`src/rtl/ascon_pkg.sv`:
```
// ascon_pkg: shared state type, round constants, rotation amounts and FSM encoding for the Ascon permutation
package ascon_pkg;
    localparam int NUM_WORDS  = 5;
    localparam int WORD_WIDTH = 64;
    localparam int MAX_ROUNDS = 12;
    typedef logic [NUM_WORDS-1:0][WORD_WIDTH-1:0] ascon_state_t;
    typedef enum logic [1:0] {IDLE, RUN, DONE} perm_fsm_e;
    localparam logic [7:0] ROUND_CONST [0:MAX_ROUNDS-1] = '{
        8'hf0, 8'he1, 8'hd2, 8'hc3, 8'hb4, 8'ha5,
        8'h96, 8'h87, 8'h78, 8'h69, 8'h5a, 8'h4b
    };
    localparam int ROT_A [0:NUM_WORDS-1] = '{19, 61, 1, 10, 7};
    localparam int ROT_B [0:NUM_WORDS-1] = '{28, 39, 6, 17, 41};
    function automatic logic [WORD_WIDTH-1:0] ror(input logic [WORD_WIDTH-1:0] x, input int n);
        return (x >> n) | (x << (WORD_WIDTH - n));
    endfunction
endpackage

```
`src/rtl/ascon_round.sv`:
```
// ascon_round: one combinational Ascon round (constant addition, S-box layer, linear diffusion)
module ascon_round
    import ascon_pkg::*;
(
    input  ascon_state_t state_i,
    input  logic [3:0]   round_idx_i,
    output ascon_state_t state_o
);
    ascon_state_t c_add, s_out;
    logic [7:0]   rc;
    // indices past the last round only occur while idle and are harmless
    assign rc = (round_idx_i < 4'(MAX_ROUNDS)) ? ROUND_CONST[round_idx_i] : 8'h00;
    always_comb begin
        c_add = state_i;
        c_add[2][7:0] = state_i[2][7:0] ^ rc;
    end
    substitution_layer u_sub (
        .state_i (c_add),
        .state_o (s_out)
    );
    for (genvar w = 0; w < NUM_WORDS; w++) begin : g_lin
        assign state_o[w] = s_out[w] ^ ror(s_out[w], ROT_A[w]) ^ ror(s_out[w], ROT_B[w]);
    end
endmodule

```
`src/rtl/substitution_layer.sv`:
```
// substitution_layer: bit-sliced 5-bit Ascon S-box applied to all 64 columns at once
module substitution_layer
    import ascon_pkg::*;
(
    input  ascon_state_t state_i,
    output ascon_state_t state_o
);
    logic [WORD_WIDTH-1:0] x0, x1, x2, x3, x4;
    logic [WORD_WIDTH-1:0] y0, y1, y2, y3, y4;
    assign x0 = state_i[0] ^ state_i[4];
    assign x1 = state_i[1];
    assign x2 = state_i[2] ^ state_i[1];
    assign x3 = state_i[3];
    assign x4 = state_i[4] ^ state_i[3];
    // non-linear chi step, then the affine output mixing
    assign y0 = x0 ^ (~x1 & x2);
    assign y1 = x1 ^ (~x2 & x3);
    assign y2 = x2 ^ (~x3 & x4);
    assign y3 = x3 ^ (~x4 & x0);
    assign y4 = x4 ^ (~x0 & x1);
    assign state_o[0] = y0 ^ y4;
    assign state_o[1] = y1 ^ y0;
    assign state_o[2] = ~y2;
    assign state_o[3] = y3 ^ y2;
    assign state_o[4] = y4;
endmodule

```
`src/rtl/ascon_permutation_ctrl.sv`:
```
// ascon_permutation_ctrl: iterative Ascon-p[rnd] engine, UNROLL rounds per clock
// between a request and a result valid/ready handshake.
module ascon_permutation_ctrl
    import ascon_pkg::*;
#(
    parameter int UNROLL = 1
) (
    input  logic         clk_i,
    input  logic         rst_i,
    input  logic         in_valid_i,
    output logic         in_ready_o,
    input  logic [3:0]   rounds_i,
    input  ascon_state_t state_i,
    output logic         out_valid_o,
    input  logic         out_ready_i,
    output ascon_state_t state_o,
    output logic         err_o,
    output logic         busy_o
);
    if (UNROLL < 1 || UNROLL > 3) begin : g_bad_unroll
        $error("ascon_permutation_ctrl: UNROLL must be 1, 2 or 3");
    end

    perm_fsm_e    fsm_q, fsm_d;
    ascon_state_t state_q, state_d;
    logic [3:0]   rnd_q, rnd_d;
    logic         err_q, err_d;
    logic         legal;
    ascon_state_t chain [0:UNROLL];

    assign chain[0] = state_q;
    for (genvar k = 0; k < UNROLL; k++) begin : g_rnd
        ascon_round u_round (
            .state_i     (chain[k]),
            .round_idx_i (rnd_q + 4'(k)),
            .state_o     (chain[k+1])
        );
    end

    assign legal = (rounds_i != 4'd0) && (rounds_i <= 4'(MAX_ROUNDS))
                   && ((rounds_i % 4'(UNROLL)) == 4'd0);

    always_comb begin
        fsm_d   = fsm_q;
        state_d = state_q;
        rnd_d   = rnd_q;
        err_d   = 1'b0;
        case (fsm_q)
            IDLE: if (in_valid_i) begin
                if (legal) begin
                    state_d = state_i;
                    rnd_d   = 4'(MAX_ROUNDS) - rounds_i;
                    fsm_d   = RUN;
                end else begin
                    err_d = 1'b1;
                end
            end
            RUN: begin
                state_d = chain[UNROLL];
                rnd_d   = rnd_q + 4'(UNROLL);
                fsm_d   = (rnd_d == 4'(MAX_ROUNDS)) ? DONE : RUN;
            end
            DONE: fsm_d = out_ready_i ? IDLE : DONE;
            default: fsm_d = IDLE;
        endcase
    end

    always_ff @(posedge clk_i) begin
        if (rst_i) begin
            fsm_q   <= IDLE;
            state_q <= '0;
            rnd_q   <= '0;
            err_q   <= 1'b0;
        end else begin
            fsm_q   <= fsm_d;
            state_q <= state_d;
            rnd_q   <= rnd_d;
            err_q   <= err_d;
        end
    end

    assign in_ready_o  = (fsm_q == IDLE);
    assign out_valid_o = (fsm_q == DONE);
    assign busy_o      = (fsm_q != IDLE);
    assign state_o     = state_q;
    assign err_o       = err_q;
endmodule
```
`config.mk`:
```
export PLATFORM = sky130hd
export DESIGN_NAME = ascon_permutation_ctrl
export DESIGN_NICKNAME = d
export VERILOG_FILES = /design/src/rtl/ascon_pkg.sv /design/src/rtl/ascon_round.sv /design/src/rtl/substitution_layer.sv /design/src/rtl/ascon_permutation_ctrl.sv
export SDC_FILE = /design/constraint.sdc
export NUM_CORES = 2
export LEC_CHECK = 0
export BUFFER_PORTS_ARGS = -buffer_cell sky130_fd_sc_hd__buf_2
export CORE_AREA = 2 2 256 258
export CTS_BUF_LIST = sky130_fd_sc_hd__clkbuf_8
export DETAILED_ROUTE_END_ITERATION = 8
export DIE_AREA = 0 0 258 260
export HOLD_SLACK_MARGIN = 0.08
export PLACE_DENSITY = 0.71
export SLEW_MARGIN = 30
export SYNTH_ARGS = -nofsm -noshare
export SYNTH_HDL_FRONTEND = slang
export SYNTH_SLANG_ARGS = --single-unit
```
`constraint.sdc`:
```
create_clock -name clk_i -period 5.9 [get_ports clk_i]
set_input_delay 0.295 -clock clk_i [delete_from_list [all_inputs] [get_ports clk_i]]
set_output_delay 0.295 -clock clk_i [all_outputs]
set_load 0.1 [all_outputs]
```
==> flow_metrics.tcl <==
set metrics [dict create \
    outcome "finished, final reports clean" \
    whs_endpoint "state_o[290]" \
    fillCellCount 5563 \
    min_period_over_period_pct 56.5 \
    timing.critical_path.arrival_ns 3.97 \
    final-max-slew-violation-count 0 \
    routed_via_density 6.06 \
    layout_setup_ws_ns 2.57 \
    route.detailed.drc 0 \
    mostFrequentLayoutCell "sky130_fd_sc_hd__buf_2" \
    timing.hold.worst.start "state_i[290]" \
    ff_latch_count_synth 327 \
    grt_pass1_wl_microns 206000 \
    yosys.cell_types.count 50 \
    die_width_microns 258 \
    setup_tns_ns 0 \
    dr.first_iter.drc_count 4441 \
    crit-reg2reg-capture "state_o[258]" \
    timing.hold.worst_path_depth 4 \
    port_buffers 651 \
    worst_r2r_setup_slack_ns 2.57 \
    leading_register_cell_type_out_of_synthesis "sky130_fd_sc_hd__dfxtp_1" \
    worst_skew_pair.late_latency_ns 0.74 \
    start_kind "flip-flop" \
    timing.reg2reg.worst_path_depth 5 \
    cts-htree-levels 2 \
    max_slew.worst_pin.slew_ns 1.13 \
    design.core.area_sq_mm 0.0641 \
    clockBufferDepth 3 \
    hold_buffers_post_cts 321 \
    number_of_hold_violations_in_the_final_report 0 \
    master_cell_of_the_clock_root_buffer "sky130_fd_sc_hd__clkbuf_8" \
    critical-path-max-stage-delay_ns 0.99 \
    max_cap_violations 0 \
    syn-mean-instance-area_sq_um 9.31 \
    cts_post_setup_buffers_inserted 0 \
    postSynth.asyncResetShare_pct 0 \
    die_h_microns 260 \
    timing.critical_path.max_delay_family "flip-flops" \
    layout_cells_sized_above_1_pct 21.2 \
    yosys.area.top_type "sky130_fd_sc_hd__dfxtp_1" \
    slew-limit-headroom_pct 24.1 \
    synth_seq_area_share_pct 22.5 \
    area_delta_synth_final_pct 29.5 \
    grt_setup_unrepaired "false" \
    critPathBufInv 1 \
    min_path_type "input port to flip-flop" \
    clock_sink_count 327 \
    detailed_place_hpwl_microns 118000 \
    grt_antenna_before_repair 4 \
    post_synth_inst_count 3127 \
    grt_start_max_net_pins 179 \
    yosys_warnings 0 \
    ys_top_cells_by_area "sky130_fd_sc_hd__dfxtp_1, sky130_fd_sc_hd__xnor2_1, sky130_fd_sc_hd__xnor3_1" \
    ant_nets 0 \
    slowest_cell_on_crit_path "sky130_fd_sc_hd__dfxtp_4" \
    worst_r2r_start "fsm_q[0]" \
    first_pass_iters 6 \
    timing_worst_setup_path_type "flip-flop to flip-flop" \
    seq_area_sq_mm 0.00655 \
    worst_setup_hold_path_clk_slew_ns 0.07 \
    clock_skew_ns 0.0393 \
    initial_standard_cell_utilization_of_the_core_pct 45.4 \
    dp_slack_ns 2.68 \
    tritoncts.num_buffers 61 \
    synthDominantCellAreaShare_pct 22.5 \
    timing.critical_path.required_ns 6.54 \
    critPathCaptureType "flip-flop" \
    grt_overflow 0 \
    boundaryPins 652 \
    timing.critical_path.fanout_max 178 \
    mappedNetlistArea_sq_mm 0.0291 \
    max_freq_ghz 0.300 \
    via_count_of_the_first_global_routing_pass 27743 \
    synth.net_count 3585 \
    crit_path_cell_trace "a31oi_2 > nor2_4 > buf_12 > o221ai_1 > a21oi_1" \
    via_count 29854 \
    finalWeightedCongestion 1.10 \
    final-setup-viol-count 0 \
    commonest_non_fill_non_tap_cells_in_the_layout "sky130_fd_sc_hd__buf_2, sky130_fd_sc_hd__xnor2_1, sky130_fd_sc_hd__nand2_1, sky130_fd_sc_hd__dfxtp_1, sky130_fd_sc_hd__dlygate4sd3_1" \
    area_of_the_die_sq_mm 0.0671 \
    quantity_of_gates_resized_following_cts 0 \
    synth_enable_flop_cells 0 \
    row_count 93 \
    area_of_the_multi_input_gates_sq_mm 0.0212 \
    layout_min_cycle_time_ns 3.33 \
    wl_per_cell_microns 30.6 \
    wl_microns 151000 \
    tritoncts "built" \
    num-nets-final 4472 \
    grtUsageTotal_pct 43.2 \
]
worst min-delay path, stage by stage:
cell and delay, ns:
sky130_fd_sc_hd__buf_2 0.13, sky130_fd_sc_hd__o21ai_0 0.15, sky130_fd_sc_hd__a21o_1 0.15, sky130_fd_sc_hd__a21oi_1 0.08
metal layers:
metal  GRT usage (%)  routed length [microns]
met4            29.5                    12400
met3            11.1                    18500
met1            53.1                    54300
met5               0                        0
met2            66.7                    65400
how the worst max path moves through the flow:
stage	start	endpoint	slack (ns)	depth (start not counted)
after floorplan	fsm_q[0]	busy_o	2.54	5
after global placement	fsm_q[0]	state_o[47]	2.76	5
after detailed placement	rounds_i[0]	state_o[97]	2.68	10
after CTS	fsm_q[0]	state_o[258]	2.69	5
after global routing	fsm_q[0]	state_o[200]	2.51	5
final	fsm_q[0]	state_o[258]	2.57	5
kinds of logic after synthesis:
family / share of synthesized area [%]
AO/OA/AOI/OAI: 17.5
adder cells (fa/ha/maj): 7.77
multiplexers: 0.778
flip-flops: 22.5
buffers and inverters: 5.24
XOR/XNOR: 39.7
AND/OR/NAND/NOR: 6.51
registers in the layout, indices dropped and copies added, names as in the netlist:
name     flops
fsm_q        2
err_o        1
state_o    320
rnd_q        4
metrics by stage:
step,std cells,hold WS [ns],instance area (sq um),utilization (%)
finish,4923,0.137,37700,58.8
global route,4921,0.152,37700,58.8
global placement,4485,0.468,33000,51.4
detailed placement,4485,0.480,33100,51.6
CTS,4920,0.110,37700,58.7
floorplan,3127,0.439,29100,-
area by class of cell:
| type | count | share of cell area (%) |
|---|---|---|
| Tap cell | 855 | 2.84 |
| Clock inverter | 37 | 0.860 |
| Clock buffer | 77 | 2.81 |
| Sequential cell | 327 | 17.4 |
| Timing Repair Buffer | 1002 | 18.0 |
| Inverter | 195 | 1.94 |
| Antenna cell | 3 | 0.0199 |
| Multi-Input combinational cell | 2427 | 56.2 |
cell usage after synthesis, drive strengths merged, types with 3 or more instances:
master   instances
xnor2          542
nand2          375
dfxtp          327
a21oi          280
o221ai         253
xor2           226
inv            195
xnor3          185
o21ai          139
ha             130
clkbuf         111
nor2            83
buf             67
maj3            63
a2bb2oi         27
mux2i           19
o21bai          17
o2bb2ai         17
nand2b          13
xor3            12
o211ai          11
o22ai            7
nor2b            4
a21o             3
Power is not shown: default switching activity piles up to over one toggle a cycle in this logic, so the estimate is an artifact.
